## config.mk

```make
export PLATFORM = sky130hd
export DESIGN_NAME = commit_trace_buf
export DESIGN_NICKNAME = d
export VERILOG_FILES = /design/src/rtl/commit_trace_buf.sv
export SDC_FILE = /design/constraint.sdc
export NUM_CORES = 2
export LEC_CHECK = 0
export CELL_PAD_IN_SITES_DETAIL_PLACEMENT = 1
export CELL_PAD_IN_SITES_GLOBAL_PLACEMENT = 2
export CORE_MARGIN = 2
export CORE_UTILIZATION = 50
export CTS_CLUSTER_SIZE = 12
export DETAILED_ROUTE_END_ITERATION = 7
export PLACE_DENSITY_LB_ADDON = 0.1
export SETUP_SLACK_MARGIN = 0.4
export SLEW_MARGIN = 20
export SYNTH_ARGS = -nofsm -noshare
export SYNTH_HDL_FRONTEND = slang
export SYNTH_SLANG_ARGS = --single-unit
```

## constraint.sdc

```tcl
create_clock -name clk -period 41.9 [get_ports clk]
set_input_delay 10.475 -clock clk [delete_from_list [all_inputs] [get_ports clk]]
set_output_delay 10.475 -clock clk [all_outputs]
set_load 0.02 [all_outputs]
```

## src/rtl/commit_trace_buf.sv

```systemverilog
// ============================================================================
// Module   : commit_trace_buf
// Brief    : Captures committed-instruction records into a FIFO and streams
//            each one as 3-6 (4-7 with COMMIT_TRACE_TS_EN) 32-bit trace words,
//            throttling the CPU through global_en.
// Revision : 1.0
// ============================================================================
`default_nettype none

module commit_trace_buf #(
    parameter int DEPTH        = 16,
    parameter int AFULL_MARGIN = 2
) (
    input  logic                     clk,
    input  logic                     rst,
    input  logic                     run,
    input  logic                     commit,
    input  logic [31:0]              commit_pc,
    input  logic [31:0]              commit_inst,
    input  logic                     commit_halt,
    input  logic                     commit_reg_we,
    input  logic [4:0]               commit_reg_wa,
    input  logic [31:0]              commit_reg_wd,
    input  logic                     commit_dmem_we,
    input  logic [31:0]              commit_dmem_wa,
    input  logic [31:0]              commit_dmem_wd,
    output logic                     global_en,
    output logic                     trace_valid,
    input  logic                     trace_ready,
    output logic [31:0]              trace_data,
    output logic                     trace_last,
    output logic                     halted,
    output logic                     overflow,
    output logic [$clog2(DEPTH):0]   count
);

    localparam int AW = $clog2(DEPTH);
    localparam int CW = AW + 1;
`ifdef COMMIT_TRACE_TS_EN
    localparam logic TS_BIT = 1'b1;
`else
    localparam logic TS_BIT = 1'b0;
`endif

    typedef struct packed {
        logic [7:0]  seq;
        logic        halt;
        logic        reg_we;
        logic [4:0]  reg_wa;
        logic [31:0] reg_wd;
        logic        dmem_we;
        logic [31:0] dmem_wa;
        logic [31:0] dmem_wd;
        logic [31:0] pc;
        logic [31:0] inst;
`ifdef COMMIT_TRACE_TS_EN
        logic [31:0] ts;
`endif
    } rec_t;

    typedef enum logic [2:0] {
        S_IDLE = 3'd0,
        S_HDR  = 3'd1,
        S_TS   = 3'd2,
        S_PC   = 3'd3,
        S_INST = 3'd4,
        S_RWD  = 3'd5,
        S_DWA  = 3'd6,
        S_DWD  = 3'd7
    } state_e;

    // Word that follows state s for record r; S_IDLE means s was the final word.
    function automatic state_e next_word(input state_e s, input rec_t r);
        state_e n;
        n = S_IDLE;
        case (s)
`ifdef COMMIT_TRACE_TS_EN
            S_HDR:  n = S_TS;
            S_TS:   n = S_PC;
`else
            S_HDR:  n = S_PC;
`endif
            S_PC:   n = S_INST;
            S_INST: n = r.reg_we ? S_RWD : (r.dmem_we ? S_DWA : S_IDLE);
            S_RWD:  n = r.dmem_we ? S_DWA : S_IDLE;
            S_DWA:  n = S_DWD;
            default: n = S_IDLE;
        endcase
        return n;
    endfunction

    function automatic logic [31:0] word_of(input state_e s, input rec_t r);
        logic [31:0] w;
        w = 32'h0;
        case (s)
            S_HDR:  w = {8'hC0, r.seq, 7'b0, r.halt, r.dmem_we, r.reg_we, TS_BIT, r.reg_wa};
`ifdef COMMIT_TRACE_TS_EN
            S_TS:   w = r.ts;
`endif
            S_PC:   w = r.pc;
            S_INST: w = r.inst;
            S_RWD:  w = r.reg_wd;
            S_DWA:  w = r.dmem_wa;
            S_DWD:  w = r.dmem_wd;
            default: w = 32'h0;
        endcase
        return w;
    endfunction

    function automatic logic last_of(input state_e s, input rec_t r);
        return (s != S_IDLE) && (next_word(s, r) == S_IDLE);
    endfunction

    rec_t          mem [DEPTH];
    logic [AW-1:0] wr_ptr_q, rd_ptr_q;
    logic [CW-1:0] count_q, count_d;
    logic [7:0]    seq_q;
    logic          halted_q, overflow_q, en_q;
`ifdef COMMIT_TRACE_TS_EN
    logic [31:0]   ts_q;
`endif

    state_e        state_q;
    rec_t          hold_q;
    logic          trace_valid_q, trace_last_q;
    logic [31:0]   trace_data_q;

    rec_t          rec_in;
    rec_t          head;
    state_e        nxt;
    logic          w_hs, w_empty, w_full, w_push, w_push_ok, w_pop;

    assign global_en   = run & ~halted_q & (count_q <= CW'(DEPTH - AFULL_MARGIN));
    assign trace_valid = trace_valid_q;
    assign trace_data  = trace_data_q;
    assign trace_last  = trace_last_q;
    assign halted      = halted_q;
    assign overflow    = overflow_q;
    assign count       = count_q;

    // commit is sticky on the CPU side; only a cycle after an enabled step is it new.
    assign w_push    = commit & en_q;
    assign w_empty   = (count_q == '0);
    assign w_full    = (count_q == CW'(DEPTH));
    assign w_push_ok = w_push & ~w_full;
    assign w_hs      = trace_valid_q & trace_ready;
    assign w_pop     = ~w_empty & ((state_q == S_IDLE) | (w_hs & trace_last_q));
    assign head      = mem[rd_ptr_q];
    assign nxt       = next_word(state_q, hold_q);

    always_comb begin
        rec_in         = '0;
        rec_in.seq     = seq_q;
        rec_in.halt    = commit_halt;
        rec_in.reg_we  = commit_reg_we;
        rec_in.reg_wa  = commit_reg_wa;
        rec_in.reg_wd  = commit_reg_wd;
        rec_in.dmem_we = commit_dmem_we;
        rec_in.dmem_wa = commit_dmem_wa;
        rec_in.dmem_wd = commit_dmem_wd;
        rec_in.pc      = commit_pc;
        rec_in.inst    = commit_inst;
`ifdef COMMIT_TRACE_TS_EN
        rec_in.ts      = ts_q;
`endif
    end

    always_comb begin
        count_d = count_q;
        case ({w_push_ok, w_pop})
            2'b10:   count_d = count_q + 1'b1;
            2'b01:   count_d = count_q - 1'b1;
            default: count_d = count_q;
        endcase
    end

    always_ff @(posedge clk) begin
        if (w_push_ok) begin
            mem[wr_ptr_q] <= rec_in;
        end
    end

    always_ff @(posedge clk or negedge rst) begin
        if (!rst) begin
            wr_ptr_q   <= '0;
            rd_ptr_q   <= '0;
            count_q    <= '0;
            seq_q      <= '0;
            halted_q   <= 1'b0;
            overflow_q <= 1'b0;
            en_q       <= 1'b0;
`ifdef COMMIT_TRACE_TS_EN
            ts_q       <= '0;
`endif
        end else begin
            en_q    <= global_en;
            count_q <= count_d;
            if (w_push_ok) begin
                wr_ptr_q <= wr_ptr_q + 1'b1;
            end
            if (w_pop) begin
                rd_ptr_q <= rd_ptr_q + 1'b1;
            end
            if (w_push) begin
                seq_q <= seq_q + 8'd1;
                if (w_full) begin
                    overflow_q <= 1'b1;
                end
                if (commit_halt) begin
                    halted_q <= 1'b1;
                end
            end
`ifdef COMMIT_TRACE_TS_EN
            if (global_en) begin
                ts_q <= ts_q + 32'd1;
            end
`endif
        end
    end

    // Serialiser: a record is popped into hold_q as its HDR word is presented.
    always_ff @(posedge clk or negedge rst) begin
        if (!rst) begin
            state_q       <= S_IDLE;
            hold_q        <= '0;
            trace_valid_q <= 1'b0;
            trace_data_q  <= 32'h0;
            trace_last_q  <= 1'b0;
        end else if (w_pop) begin
            state_q       <= S_HDR;
            hold_q        <= head;
            trace_valid_q <= 1'b1;
            trace_data_q  <= word_of(S_HDR, head);
            trace_last_q  <= 1'b0;
        end else if (w_hs) begin
            state_q       <= nxt;
            trace_valid_q <= (nxt != S_IDLE);
            trace_data_q  <= word_of(nxt, hold_q);
            trace_last_q  <= last_of(nxt, hold_q);
        end
    end

endmodule

`default_nettype wire

```

==> results.py <==
metrics = {
    "synth": {
        "syn-cell-area_sq_um": 115000,
        "syn_area_per_cell_sq_um": 22.7,
        "synthTopCellsByArea": "edfxtp_1, mux4_2, dfrtp_1, o22ai_1, mux2_2",
        "ys_warn_count": 0,
        "synth_edf_count": 2816,
        "synth-main-ff-cell": "edfxtp_1",
        "ys_ff_latch": 3039,
        "syn_nets": 5239,
        "synth_area_leader_cell": "edfxtp_1",
        "yosys.cell_types.count": 54,
        "synthArstFlopShare_pct": 7.34,
        "synth_top_area_share_pct": 73.8,
        "synth_cells": 5055,
        "synth_seq_area_share_pct": 78.7,
    },
    "power": {
        "p_switching_w": 0.00256,
        "power_density_nw_per_um2": 66.0,
        "p_sw_share_pct": 29.8,
        "clkPwrFrac_pct": 31.6,
        "total_power_w": 0.00859,
        "ir_drop_mv": 0.0633,
        "p_seq_share_pct": 43.2,
        "p_leak_nw": 41.1,
        "pwr-share-comb_pct": 25.2,
        "p_int_w": 0.00604,
    },
    "clock_network": {
        "cts_tree": "yes",
        "cts_made_buffers": 328,
        "post_cts_buffers": 0,
        "cts-root-buf": "clkbuf_16",
        "htreeDepth": 5,
        "clock_sinks": 3039,
        "hold_buffers": 0,
        "cts_resized": 0,
        "clockBufferDepth": 4,
        "clock_latency_ns": 0.95,
        "clkTransAtPathRegs_ns": 0.06,
    },
    "finish": {
        "fillers": 18600,
        "area_delta_synth_final_pct": 13.7,
        "num-nets-final": 5593,
        "final_cell_count_no_fill": 8666,
        "design_area_sq_um": 130000,
        "drive_gt1_share_pct": 25.2,
    },
    "worst_setup_path": {
        "cp-end-kind": "primary output",
        "worstReg2RegStart": "rd_ptr_q[0]",
        "worst-endpoint-required_ns": 31.43,
        "worstPathArrival_ns": 11.88,
        "worstSetupPathType": "input port to primary output",
        "critPathLaunchType": "input port",
        "path_max_fanout": 2,
        "crit_start": "run",
    },
    "routing": {
        "drt-wirelength-per-cell_um": 36.2,
        "viasPerCell": 6.46,
        "num_vias": 56000,
        "drt_iter0_markers": 5700,
        "drtPass1Iterations": 8,
        "drc": 0,
        "drt_wl_total_um": 313000,
        "antenna_left": 0,
    },
    "timing": {
        "maxSlewViolCount": 0,
        "tightest_slew_ns": 1.28,
        "setup_viol": 0,
        "relSlewSlack_pct": 14.7,
        "final.setup_skew_ns": 0.0585,
        "final_critical_path_setup_slack_ns": 19.55,
        "fin_crit_ns": 22.35,
        "fin_crit_sh_pct": 53.4,
        "setup-tns-final_ns": 0,
        "rsz0062_at_grt": "no",
        "fmax_ghz": 0.0447,
        "hold_viol_final": 0,
    },
    "floorplanning": {
        "io_pins": 215,
        "row_count": 175,
        "dieArea_sq_um": 233000,
        "core_sq_um": 227000,
        "start_util_pct": 50.4,
        "die_h_um": 483,
        "die_w_um": 483,
    },
    "placed_design": {
        "gp_congestion": 0.754,
        "place_area_sq_um": 120000,
        "portBuffers": 214,
        "dp_cells": 8086,
        "place_hpwl_um": 166000,
        "place_ws_ns": 19.56,
    },
    "hold_path": {
        "min_from": "overflow",
        "hold_path.class": "flip-flop to flip-flop",
    },
    "job": {
        "max-cap-violations": 0,
    },
    "global_routing": {
        "grt_max_degree": 135,
        "track_usage_pct": 27.2,
        "grt_pass1_vias": 58600,
        "overflow": 0,
        "antenna_found_initial": 43,
        "grt_pass1_wl_um": 446000,
    },
    "outcome": {
        "status": "complete, no violations",
    },
}
worst max-delay path: stages:
cell,delay [ns]
clkdlybuf4s50_1,0.47
nand2_1,0.05
a41oi_1,0.23
clkdlybuf4s50_1,0.66
final timing paths:
| kind | end | slack [ns] | cells after the start |
|---|---|---|---|
| worst max-delay path | global_en | 19.55 | 4 |
| worst min-delay path | overflow | 0.48 | 1 |
| worst max register to register | hold_q[159] | 36.19 | 8 |
| worst min register to register | overflow | 0.48 | 1 |
| max in group asynchronous | hold_q[137] | 30.18 | 3 |
| min in group asynchronous | hold_q[40] | 9.51 | 1 |
cell families after synthesis:
logic type | count (synthesis) | share of synthesized area, %
DFF | 3039 | 78.7
muxes | 898 | 15.7
AOI/OAI and AO/OA | 642 | 3.57
buffers and inverters | 318 | 1.26
and+or+nand+nor | 130 | 0.519
xor gates and xnor gates | 17 | 0.130
adders and majority gates | 11 | 0.127
cell usage after synthesis (11+ instances only):
cell / n
a221o_1: 16
dfrtp_1: 223
mux4_2: 703
a22oi_1: 32
buf_1: 32
o22ai_1: 334
buf_4: 27
o21ai_0: 13
nand2_1: 67
xnor2_1: 11
edfxtp_1: 2816
a222oi_1: 14
a21oi_1: 167
clkbuf_1: 166
mux2i_1: 35
a22o_1: 46
mux2_2: 160
buf_2: 75
nor2_1: 19
flip-flops by register name (all words and copies together), names as in the netlist:
register	flops
overflow	1
seq_q	8
wr_ptr_q	4
hold_q	162
state_q	3
mem	2816
rd_ptr_q	4
count	5
trace_valid	1
trace_last	1
trace_data	32
en_q	1
halted	1
power groups by stage:
stage | clock network (W) | registers, W | logic [W]
2_1_floorplan | 0 | 0.00360 | 0.00157
3_3_place_gp | 0 | 0.00378 | 0.00215
3_5_place_dp | 0 | 0.00378 | 0.00218
4_1_cts | 0.00276 | 0.00372 | 0.00219
5_1_grt | 0.00286 | 0.00372 | 0.00232
6_report | 0.00271 | 0.00371 | 0.00217
cell usage in the layout (no fill, tap or decap), drive strengths merged, types with 68 or more instances in the layout:
cell type	Yosys	routed
dfrtp	223	223
nand2	68	68
clkdlybuf4s50	0	213
buf	141	118
o22ai	334	334
mux2	160	160
clkbuf	166	517
a21oi	167	167
mux4	703	703
edfxtp	2816	2816
layout make-up:
class,instances,area [sq um],share of cell area (%)
clock inverter,52,443,0.340
tap,3009,3760,2.89
clock buffer,517,9440,7.25
timing repair buffer,331,3210,2.46
sequential,3039,90200,69.2
inverter,11,48.8,0.0375
multi-input combinational,1698,23200,17.8
antenna,9,22.5,0.0173
through the flow:
stage          util (%)  hold slack, ns
2_1_floorplan         -           0.465
3_3_place_gp       52.9           0.453
3_5_place_dp       52.9           0.463
4_1_cts            57.2           0.487
5_1_grt            57.3           0.501
6_report           57.3           0.481
per-layer routing:
| layer | track usage [%] | part of all wire (%) | wire [um] | vias to the layer above |
|---|---|---|---|---|
| met2 | 44.1 | 49 | 154000 | 2042 |
| met3 | 4.27 | 6.3 | 19900 | 488 |
| li1 | - | - | - | 22300 |
| met4 | 7.60 | 2.8 | 8820 | 42 |
| met5 | 0 | 0.087 | 272 | - |
| met1 | 38.9 | 42 | 131000 | 31100 |
Power figures use the tool's default switching activity.
